--- src/rtl/axi_read_arbiter_if.sv ---
// axi_read_arbiter_if
//   Bundles every bus signal around axi_read_arbiter: the two requester
//   ports (fetch F_*, load D_*), the single-beat AXI4 read master channel
//   (M_AXI_AR*, M_AXI_R*) and the BUSY status flag.
//
//   Modports:
//     master - the arbiter's view. It drives F/D GNT, RVALID, RDATA and RERR,
//              the AR channel, RREADY and BUSY.
//     slave  - the environment's view. This covers the requesters and the
//              AXI slave, which drive REQ/ADDR and the AXI responses.
//
//   M_AXI_RID is not carried because routing uses the latched owner.
interface axi_read_arbiter_if #(
  parameter int C_M_AXI_ADDR_WIDTH = 32,
  parameter int C_M_AXI_DATA_WIDTH = 32
);
  logic                          F_REQ;
  logic [C_M_AXI_ADDR_WIDTH-1:0] F_ADDR;
  logic                          F_GNT;
  logic                          F_RVALID;
  logic [C_M_AXI_DATA_WIDTH-1:0] F_RDATA;
  logic                          F_RERR;

  logic                          D_REQ;
  logic [C_M_AXI_ADDR_WIDTH-1:0] D_ADDR;
  logic                          D_GNT;
  logic                          D_RVALID;
  logic [C_M_AXI_DATA_WIDTH-1:0] D_RDATA;
  logic                          D_RERR;

  logic                          M_AXI_ARID;
  logic [C_M_AXI_ADDR_WIDTH-1:0] M_AXI_ARADDR;
  logic [7:0]                    M_AXI_ARLEN;
  logic [2:0]                    M_AXI_ARSIZE;
  logic [1:0]                    M_AXI_ARBURST;
  logic                          M_AXI_ARVALID;
  logic                          M_AXI_ARREADY;
  logic [C_M_AXI_DATA_WIDTH-1:0] M_AXI_RDATA;
  logic [1:0]                    M_AXI_RRESP;
  logic                          M_AXI_RLAST;
  logic                          M_AXI_RVALID;
  logic                          M_AXI_RREADY;

  logic                          BUSY;

  modport master (
    input  F_REQ, F_ADDR, D_REQ, D_ADDR,
    input  M_AXI_ARREADY, M_AXI_RDATA, M_AXI_RRESP, M_AXI_RLAST, M_AXI_RVALID,
    output F_GNT, F_RVALID, F_RDATA, F_RERR,
    output D_GNT, D_RVALID, D_RDATA, D_RERR,
    output M_AXI_ARID, M_AXI_ARADDR, M_AXI_ARLEN, M_AXI_ARSIZE, M_AXI_ARBURST,
    output M_AXI_ARVALID, M_AXI_RREADY, BUSY
  );

  modport slave (
    output F_REQ, F_ADDR, D_REQ, D_ADDR,
    output M_AXI_ARREADY, M_AXI_RDATA, M_AXI_RRESP, M_AXI_RLAST, M_AXI_RVALID,
    input  F_GNT, F_RVALID, F_RDATA, F_RERR,
    input  D_GNT, D_RVALID, D_RDATA, D_RERR,
    input  M_AXI_ARID, M_AXI_ARADDR, M_AXI_ARLEN, M_AXI_ARSIZE, M_AXI_ARBURST,
    input  M_AXI_ARVALID, M_AXI_RREADY, BUSY
  );
endinterface

--- src/rtl/axi_read_arbiter.sv ---
// axi_read_arbiter
//   Shares the core's AXI4 read channel between instruction fetch (F) and
//   data load (D). It issues one single-beat 32-bit read at a time. Arbitration
//   is round-robin (PRIORITY_MODE=0) or fixed F-over-D priority
//   (PRIORITY_MODE=1). The response is returned to the requester that owns
//   the transaction.
//
//   Ports:
//     ACLK    - clock
//     ARESETN - asynchronous active-low reset
//     bus     - axi_read_arbiter_if.master, which carries these groups:
//               the requester ports F_*/D_* (REQ, ADDR, GNT, RVALID,
//               RDATA, RERR), the AXI AR/R master channel and BUSY.
//
//   All outputs are registered.
module axi_read_arbiter #(
  parameter int C_M_AXI_ADDR_WIDTH = 32,
  parameter int C_M_AXI_DATA_WIDTH = 32,
  parameter int PRIORITY_MODE      = 0
) (
  input  logic               ACLK,
  input  logic               ARESETN,
  axi_read_arbiter_if.master bus
);
  localparam int  AW         = C_M_AXI_ADDR_WIDTH;
  localparam int  DW         = C_M_AXI_DATA_WIDTH;
  localparam bit  FIXED_PRIO = (PRIORITY_MODE != 0);

  typedef enum logic [1:0] {IDLE = 2'd0, ADDR = 2'd1, DATA = 2'd2} state_e;

  state_e          state_q, state_d;
  logic            arvalid_q, arvalid_d;
  logic [AW-1:0]   araddr_q, araddr_d;
  logic            arid_q, arid_d;
  logic            rready_q, rready_d;
  logic            busy_q, busy_d;
  logic            last_owner_q, last_owner_d;
  logic            f_gnt_q, f_gnt_d;
  logic            d_gnt_q, d_gnt_d;
  logic            f_rvalid_q, f_rvalid_d;
  logic            d_rvalid_q, d_rvalid_d;
  logic [DW-1:0]   f_rdata_q, f_rdata_d;
  logic [DW-1:0]   d_rdata_q, d_rdata_d;
  logic            f_rerr_q, f_rerr_d;
  logic            d_rerr_q, d_rerr_d;

  logic            ar_hs;
  logic            r_last_hs;
  logic            pick_d;
  logic            unused_rresp0;

  // Only RRESP[1] encodes an error (SLVERR/DECERR). Bit 0 is not needed.
  assign unused_rresp0 = bus.M_AXI_RRESP[0];

  assign ar_hs     = arvalid_q & bus.M_AXI_ARREADY;
  assign r_last_hs = rready_q & bus.M_AXI_RVALID & bus.M_AXI_RLAST;

  // D wins when it asks alone. In round-robin mode it also wins a tie
  // when F owned the previous transaction (last_owner_q == 0).
  assign pick_d = bus.D_REQ & (~bus.F_REQ | (~FIXED_PRIO & ~last_owner_q));

  always_comb begin
    state_d      = state_q;
    arvalid_d    = arvalid_q;
    araddr_d     = araddr_q;
    arid_d       = arid_q;
    rready_d     = rready_q;
    busy_d       = busy_q;
    last_owner_d = last_owner_q;
    f_gnt_d      = 1'b0;
    d_gnt_d      = 1'b0;
    f_rvalid_d   = 1'b0;
    d_rvalid_d   = 1'b0;
    f_rdata_d    = f_rdata_q;
    d_rdata_d    = d_rdata_q;
    f_rerr_d     = f_rerr_q;
    d_rerr_d     = d_rerr_q;

    unique case (state_q)
      IDLE: begin
        if (bus.F_REQ || bus.D_REQ) begin
          state_d      = ADDR;
          arvalid_d    = 1'b1;
          busy_d       = 1'b1;
          arid_d       = pick_d;
          last_owner_d = pick_d;
          araddr_d     = pick_d ? bus.D_ADDR : bus.F_ADDR;
          f_gnt_d      = ~pick_d;
          d_gnt_d      = pick_d;
        end
      end
      ADDR: begin
        if (ar_hs) begin
          state_d   = DATA;
          arvalid_d = 1'b0;
          rready_d  = 1'b1;
        end
      end
      DATA: begin
        // Non-last beats are accepted and dropped. Only the RLAST beat is
        // delivered, straight into the owner's output registers.
        if (r_last_hs) begin
          state_d  = IDLE;
          rready_d = 1'b0;
          busy_d   = 1'b0;
          if (arid_q) begin
            d_rvalid_d = 1'b1;
            d_rdata_d  = bus.M_AXI_RDATA;
            d_rerr_d   = bus.M_AXI_RRESP[1];
          end else begin
            f_rvalid_d = 1'b1;
            f_rdata_d  = bus.M_AXI_RDATA;
            f_rerr_d   = bus.M_AXI_RRESP[1];
          end
        end
      end
      default: begin
        state_d   = IDLE;
        arvalid_d = 1'b0;
        rready_d  = 1'b0;
        busy_d    = 1'b0;
      end
    endcase
  end

  // Reset leaves last_owner at D, so F wins the first tie.
  always_ff @(posedge ACLK or negedge ARESETN) begin
    if (!ARESETN) begin
      state_q      <= IDLE;
      arvalid_q    <= 1'b0;
      araddr_q     <= '0;
      arid_q       <= 1'b0;
      rready_q     <= 1'b0;
      busy_q       <= 1'b0;
      last_owner_q <= 1'b1;
      f_gnt_q      <= 1'b0;
      d_gnt_q      <= 1'b0;
      f_rvalid_q   <= 1'b0;
      d_rvalid_q   <= 1'b0;
      f_rdata_q    <= '0;
      d_rdata_q    <= '0;
      f_rerr_q     <= 1'b0;
      d_rerr_q     <= 1'b0;
    end else begin
      state_q      <= state_d;
      arvalid_q    <= arvalid_d;
      araddr_q     <= araddr_d;
      arid_q       <= arid_d;
      rready_q     <= rready_d;
      busy_q       <= busy_d;
      last_owner_q <= last_owner_d;
      f_gnt_q      <= f_gnt_d;
      d_gnt_q      <= d_gnt_d;
      f_rvalid_q   <= f_rvalid_d;
      d_rvalid_q   <= d_rvalid_d;
      f_rdata_q    <= f_rdata_d;
      d_rdata_q    <= d_rdata_d;
      f_rerr_q     <= f_rerr_d;
      d_rerr_q     <= d_rerr_d;
    end
  end

  assign bus.F_GNT         = f_gnt_q;
  assign bus.D_GNT         = d_gnt_q;
  assign bus.F_RVALID      = f_rvalid_q;
  assign bus.D_RVALID      = d_rvalid_q;
  assign bus.F_RDATA       = f_rdata_q;
  assign bus.D_RDATA       = d_rdata_q;
  assign bus.F_RERR        = f_rerr_q;
  assign bus.D_RERR        = d_rerr_q;
  assign bus.M_AXI_ARID    = arid_q;
  assign bus.M_AXI_ARADDR  = araddr_q;
  assign bus.M_AXI_ARLEN   = 8'd0;
  assign bus.M_AXI_ARSIZE  = 3'b010;
  assign bus.M_AXI_ARBURST = 2'b01;
  assign bus.M_AXI_ARVALID = arvalid_q;
  assign bus.M_AXI_RREADY  = rready_q;
  assign bus.BUSY          = busy_q;
endmodule

--- src/flat_wrapper.sv ---
// flat-port wrapper written by rule: the top's interface ports become plain ports
module axi_read_arbiter_flat 
#(
  parameter int C_M_AXI_ADDR_WIDTH = 32,
  parameter int C_M_AXI_DATA_WIDTH = 32,
  parameter int PRIORITY_MODE      = 0
)
  (ACLK, ARESETN, bus_F_REQ, bus_F_ADDR, bus_D_REQ, bus_D_ADDR, bus_M_AXI_ARREADY, bus_M_AXI_RDATA, bus_M_AXI_RRESP, bus_M_AXI_RLAST, bus_M_AXI_RVALID, bus_F_GNT, bus_F_RVALID, bus_F_RDATA, bus_F_RERR, bus_D_GNT, bus_D_RVALID, bus_D_RDATA, bus_D_RERR, bus_M_AXI_ARID, bus_M_AXI_ARADDR, bus_M_AXI_ARLEN, bus_M_AXI_ARSIZE, bus_M_AXI_ARBURST, bus_M_AXI_ARVALID, bus_M_AXI_RREADY, bus_BUSY);
  axi_read_arbiter_if #(.C_M_AXI_ADDR_WIDTH(C_M_AXI_ADDR_WIDTH), .C_M_AXI_DATA_WIDTH(C_M_AXI_DATA_WIDTH)) bus_i ();
  input  logic ACLK;
  input  logic ARESETN;
  input wire logic [$bits(bus_i.F_REQ)-1:0] bus_F_REQ;
  input wire logic [$bits(bus_i.F_ADDR)-1:0] bus_F_ADDR;
  input wire logic [$bits(bus_i.D_REQ)-1:0] bus_D_REQ;
  input wire logic [$bits(bus_i.D_ADDR)-1:0] bus_D_ADDR;
  input wire logic [$bits(bus_i.M_AXI_ARREADY)-1:0] bus_M_AXI_ARREADY;
  input wire logic [$bits(bus_i.M_AXI_RDATA)-1:0] bus_M_AXI_RDATA;
  input wire logic [$bits(bus_i.M_AXI_RRESP)-1:0] bus_M_AXI_RRESP;
  input wire logic [$bits(bus_i.M_AXI_RLAST)-1:0] bus_M_AXI_RLAST;
  input wire logic [$bits(bus_i.M_AXI_RVALID)-1:0] bus_M_AXI_RVALID;
  output wire logic [$bits(bus_i.F_GNT)-1:0] bus_F_GNT;
  output wire logic [$bits(bus_i.F_RVALID)-1:0] bus_F_RVALID;
  output wire logic [$bits(bus_i.F_RDATA)-1:0] bus_F_RDATA;
  output wire logic [$bits(bus_i.F_RERR)-1:0] bus_F_RERR;
  output wire logic [$bits(bus_i.D_GNT)-1:0] bus_D_GNT;
  output wire logic [$bits(bus_i.D_RVALID)-1:0] bus_D_RVALID;
  output wire logic [$bits(bus_i.D_RDATA)-1:0] bus_D_RDATA;
  output wire logic [$bits(bus_i.D_RERR)-1:0] bus_D_RERR;
  output wire logic [$bits(bus_i.M_AXI_ARID)-1:0] bus_M_AXI_ARID;
  output wire logic [$bits(bus_i.M_AXI_ARADDR)-1:0] bus_M_AXI_ARADDR;
  output wire logic [$bits(bus_i.M_AXI_ARLEN)-1:0] bus_M_AXI_ARLEN;
  output wire logic [$bits(bus_i.M_AXI_ARSIZE)-1:0] bus_M_AXI_ARSIZE;
  output wire logic [$bits(bus_i.M_AXI_ARBURST)-1:0] bus_M_AXI_ARBURST;
  output wire logic [$bits(bus_i.M_AXI_ARVALID)-1:0] bus_M_AXI_ARVALID;
  output wire logic [$bits(bus_i.M_AXI_RREADY)-1:0] bus_M_AXI_RREADY;
  output wire logic [$bits(bus_i.BUSY)-1:0] bus_BUSY;
  assign bus_i.F_REQ = bus_F_REQ;
  assign bus_i.F_ADDR = bus_F_ADDR;
  assign bus_i.D_REQ = bus_D_REQ;
  assign bus_i.D_ADDR = bus_D_ADDR;
  assign bus_i.M_AXI_ARREADY = bus_M_AXI_ARREADY;
  assign bus_i.M_AXI_RDATA = bus_M_AXI_RDATA;
  assign bus_i.M_AXI_RRESP = bus_M_AXI_RRESP;
  assign bus_i.M_AXI_RLAST = bus_M_AXI_RLAST;
  assign bus_i.M_AXI_RVALID = bus_M_AXI_RVALID;
  assign bus_F_GNT = bus_i.F_GNT;
  assign bus_F_RVALID = bus_i.F_RVALID;
  assign bus_F_RDATA = bus_i.F_RDATA;
  assign bus_F_RERR = bus_i.F_RERR;
  assign bus_D_GNT = bus_i.D_GNT;
  assign bus_D_RVALID = bus_i.D_RVALID;
  assign bus_D_RDATA = bus_i.D_RDATA;
  assign bus_D_RERR = bus_i.D_RERR;
  assign bus_M_AXI_ARID = bus_i.M_AXI_ARID;
  assign bus_M_AXI_ARADDR = bus_i.M_AXI_ARADDR;
  assign bus_M_AXI_ARLEN = bus_i.M_AXI_ARLEN;
  assign bus_M_AXI_ARSIZE = bus_i.M_AXI_ARSIZE;
  assign bus_M_AXI_ARBURST = bus_i.M_AXI_ARBURST;
  assign bus_M_AXI_ARVALID = bus_i.M_AXI_ARVALID;
  assign bus_M_AXI_RREADY = bus_i.M_AXI_RREADY;
  assign bus_BUSY = bus_i.BUSY;
  axi_read_arbiter #(.C_M_AXI_ADDR_WIDTH(C_M_AXI_ADDR_WIDTH), .C_M_AXI_DATA_WIDTH(C_M_AXI_DATA_WIDTH), .PRIORITY_MODE(PRIORITY_MODE)) u_core (.ACLK(ACLK), .ARESETN(ARESETN), .bus(bus_i));
endmodule
--- config.mk ---
export PLATFORM = sky130hd
export DESIGN_NAME = axi_read_arbiter_flat
export DESIGN_NICKNAME = d
export VERILOG_FILES = /design/src/rtl/axi_read_arbiter_if.sv /design/src/rtl/axi_read_arbiter.sv /design/src/flat_wrapper.sv
export SDC_FILE = /design/constraint.sdc
export NUM_CORES = 1
export LEC_CHECK = 0
export BUFFER_PORTS_ARGS = -buffer_cell sky130_fd_sc_hd__buf_2
export CAP_MARGIN = 20
export CORE_MARGIN = 1
export CORE_UTILIZATION = 46
export DETAILED_ROUTE_END_ITERATION = 8
export PLACE_DENSITY = 0.8
export SKIP_CTS_REPAIR_TIMING = 1
export SLEW_MARGIN = 20
export SYNTH_ARGS = -nofsm -noshare
export SYNTH_HDL_FRONTEND = slang
export SYNTH_SLANG_ARGS = --single-unit
--- constraint.sdc ---
create_clock -name ACLK -period 1.85 [get_ports ACLK]
set_input_delay 0.2775 -clock ACLK [delete_from_list [all_inputs] [get_ports ACLK]]
set_output_delay 0.2775 -clock ACLK [all_outputs]
set_load 0.01 [all_outputs]
==> results_dict.tcl <==
set metrics [dict create \
    grt_overflow 0 \
    leakage_nw 3.31 \
    drc 0 \
    die_h_microns 102 \
    cap_violations 0 \
    p_per_area_nw_per_um2 1460 \
    synthTopCellsByArea "dfrtp_1, mux2_4, mux2_2, a221o_1, a21boi_0" \
    hold_path_class "primary input to register" \
    clock.fmax_mhz 568 \
    required_ns 2.10 \
    clockPowerShare 0.178 \
    pwr-share-seq 0.432 \
    path_cells "nand3_1, or3_2, buf_12, mux2_4" \
    grt_max_degree 47 \
    sw_frac_of_total 0.334 \
    pin_count 224 \
    netlist_instances 307 \
    die_w_microns 102 \
    clockBufferDepth 2 \
    pwr-share-comb 0.390 \
    syn-cell-area_sq_um 4600 \
    cp-start-kind "register" \
    post_drt_wl_per_cell_microns 16.3 \
    die_area_sq_um 10400 \
    finalHoldViolations 0 \
    syn_avg_cell_area_sq_um 15.0 \
    p_sw_mw 2.91 \
    rsz0062_at_grt "false" \
    ant_nets 0 \
    grt_pass1_vias 3270 \
    core_sq_um 9730 \
    final_nets 620 \
    cp.arrival_ns 2.01 \
    slew_violations 0 \
    ys_seq_area_frac 0.593 \
    ys_warn_count 0 \
    cp_max_fo 34 \
    num_vias 3350 \
    ys_seq_elements 109 \
    internal_power_mw 5.81 \
    htree_levels 3 \
    drt-total-wl_mm 10.6 \
    cpPeakStageDelay_ns 0.51 \
    grt_pass1_wl_mm 15.8 \
    status "finished, final reports clean" \
    drt_first_pass_iters 4 \
    dp_hpwl_mm 7.74 \
    fin_crit_ns 1.76 \
    drive_gt1_frac 0.592 \
    portBuffers 209 \
    rows 36 \
    yosysTopAreaCellShare 0.588 \
    numCtsBuffers 9 \
    tritoncts "yes" \
    fillers 788 \
    grt_use_total 0.200 \
    setup_viol 0 \
    multi_input_area_sq_um 1660 \
    worst_pin_slew_ns 0.577 \
    regArea_sq_um 2730 \
    root_buffer "clkbuf_8" \
    synth_top_area_cell "dfrtp_1" \
    vias_per_cell 5.13 \
    clock_latency_ns 0.36 \
    start_util 0.473 \
    antenna_found_initial 0 \
    area_growth_pct 30.2 \
    cts_sinks 109 \
    irDropWorstVdd_uv 856 \
    num_antenna_cells 0 \
    first_iter_violations 68 \
    relSlewSlack 0.615 \
    tns_ns 0 \
    power_mw 8.71 \
    critical_path_class "register to register" \
    path_clk_slew_ns 0.10 \
    period_share 0.952 \
    place_congestion 0.769 \
    end_kind "register" \
    crit_slowest_cell "or3_2" \
    clock_skew_ns 0.0109 \
    synthDistinctLibCells 31 \
]
-- cells in the final DEF (no fill, tap or decap), types with 5 or more instances in the layout --
| cell | instances |
|---|---|
| dfrtp_1 | 108 |
| a221o_1 | 31 |
| conb_1 | 13 |
| mux2_4 | 29 |
| a21boi_0 | 31 |
| buf_12 | 6 |
| buf_4 | 5 |
| clkbuf_8 | 9 |
| buf_2 | 208 |
| mux2_2 | 37 |
-- metrics by stage --
step,utilization,std cells,hold WS [ns],area [sq um],setup slack [ns]
final,0.615,653,0.135,5990,0.0890
after global routing,0.615,653,0.121,5990,0.0485
after CTS,0.614,652,-0.233,5980,0.0703
after detailed placement,0.592,636,0.174,5760,0.0996
after global placement,0.592,636,0.174,5760,0.147
after floorplan,-,318,-0.0181,4640,0.235
-- final cells by class --
cell class	instances	area share
sequential	109	0.456
multi-input combinational	172	0.277
timing repair buffer	220	0.202
tap	133	0.0278
clock buffer	10	0.0213
clock inverter	6	0.0144
inverter	3	0.00188
-- path summary, 6_finish.rpt --
kind,startpoint,slack [ns],endpoint,cells after the start
min in group asynchronous,ARESETN,0.32,u_core.bus.D_RDATA[17]$_DFFE_PN0P_,2
hold reg to reg,u_core.bus.D_RDATA[6]$_DFFE_PN0P_,0.51,u_core.bus.D_RDATA[6]$_DFFE_PN0P_,1
setup / recovery,u_core.bus.M_AXI_RREADY$_DFFE_PN0P_,0.09,u_core.bus.F_RDATA[18]$_DFFE_PN0P_,4
max in group asynchronous,ARESETN,0.94,u_core.last_owner_q$_DFFE_PN1P_,3
hold / removal,bus_D_ADDR[17],0.13,u_core.bus.M_AXI_ARADDR[17]$_DFFE_PN0P_,2
setup reg to reg,u_core.bus.M_AXI_RREADY$_DFFE_PN0P_,0.09,u_core.bus.F_RDATA[18]$_DFFE_PN0P_,4
-- kinds of logic after synthesis --
group | count (synthesis) | share of synthesized area
mux | 67 | 0.187
simple gates | 18 | 0.0237
flops | 109 | 0.593
buf+inv | 37 | 0.0588
compound gates | 74 | 0.135
other cells | 2 | 0.00163
-- layer usage --
metal,global-route usage,share of wire
met5,0,0
met1,0.241,0.42
met2,0.342,0.49
met3,0.0451,0.073
met4,0.0934,0.020
-- power by group through the flow --
stage          Clock, mW  Combinational, mW  Sequential (mW)
2_1_floorplan          0               1.54             4.17
3_3_place_gp           0               3.31             3.74
3_5_place_dp           0               3.44             3.79
4_1_cts             1.59               3.44             3.76
5_1_grt             1.67               3.70             3.87
6_report            1.55               3.40             3.76
-- flip-flops by register name, summed over array words and instances, names as in the netlist --
register / count
u_core.state_q: 2
u_core.bus.BUSY: 1
u_core.bus.F_GNT: 1
u_core.bus.M_AXI_ARADDR: 32
u_core.bus.M_AXI_ARID: 1
u_core.bus.F_RDATA: 32
u_core.bus.M_AXI_ARVALID: 1
u_core.last_owner_q: 1
u_core.bus.F_RVALID: 1
u_core.bus.D_RERR: 1
u_core.bus.D_GNT: 1
u_core.bus.M_AXI_RREADY: 1
u_core.bus.D_RVALID: 1
u_core.bus.F_RERR: 1
u_core.bus.D_RDATA: 32
-- worst max-delay path, delay by kind of cell (launching register included) --
family	cells	cell delay [ns]
simple gates	2	0.67
flops	1	0.41
mux	1	0.33
buf+inv	1	0.21
-- Yosys cell counts --
library cell and n:
dfrtp_1 108, mux2_2 37, a21boi_0 31, a221o_1 31, mux2_4 29, buf_4 13
clkbuf_1 11, a21oi_1 4, buf_6 4, nand2_1 4, buf_12 3, buf_2 3
inv_1 3, nor2_1 3, a21o_1 2, and2_1 2, and3_1 2, conb_1 2
nor3_2 2, o21ai_0 2, a21bo_2 1, dfstp_2 1, mux2i_1 1, nand2b_1 1
nand2b_4 1, nand3_1 1, o22a_1 1, o22ai_1 1, o2bb2ai_1 1, or2_2 1
or3_1 1
Power figures use the tool's default switching activity.
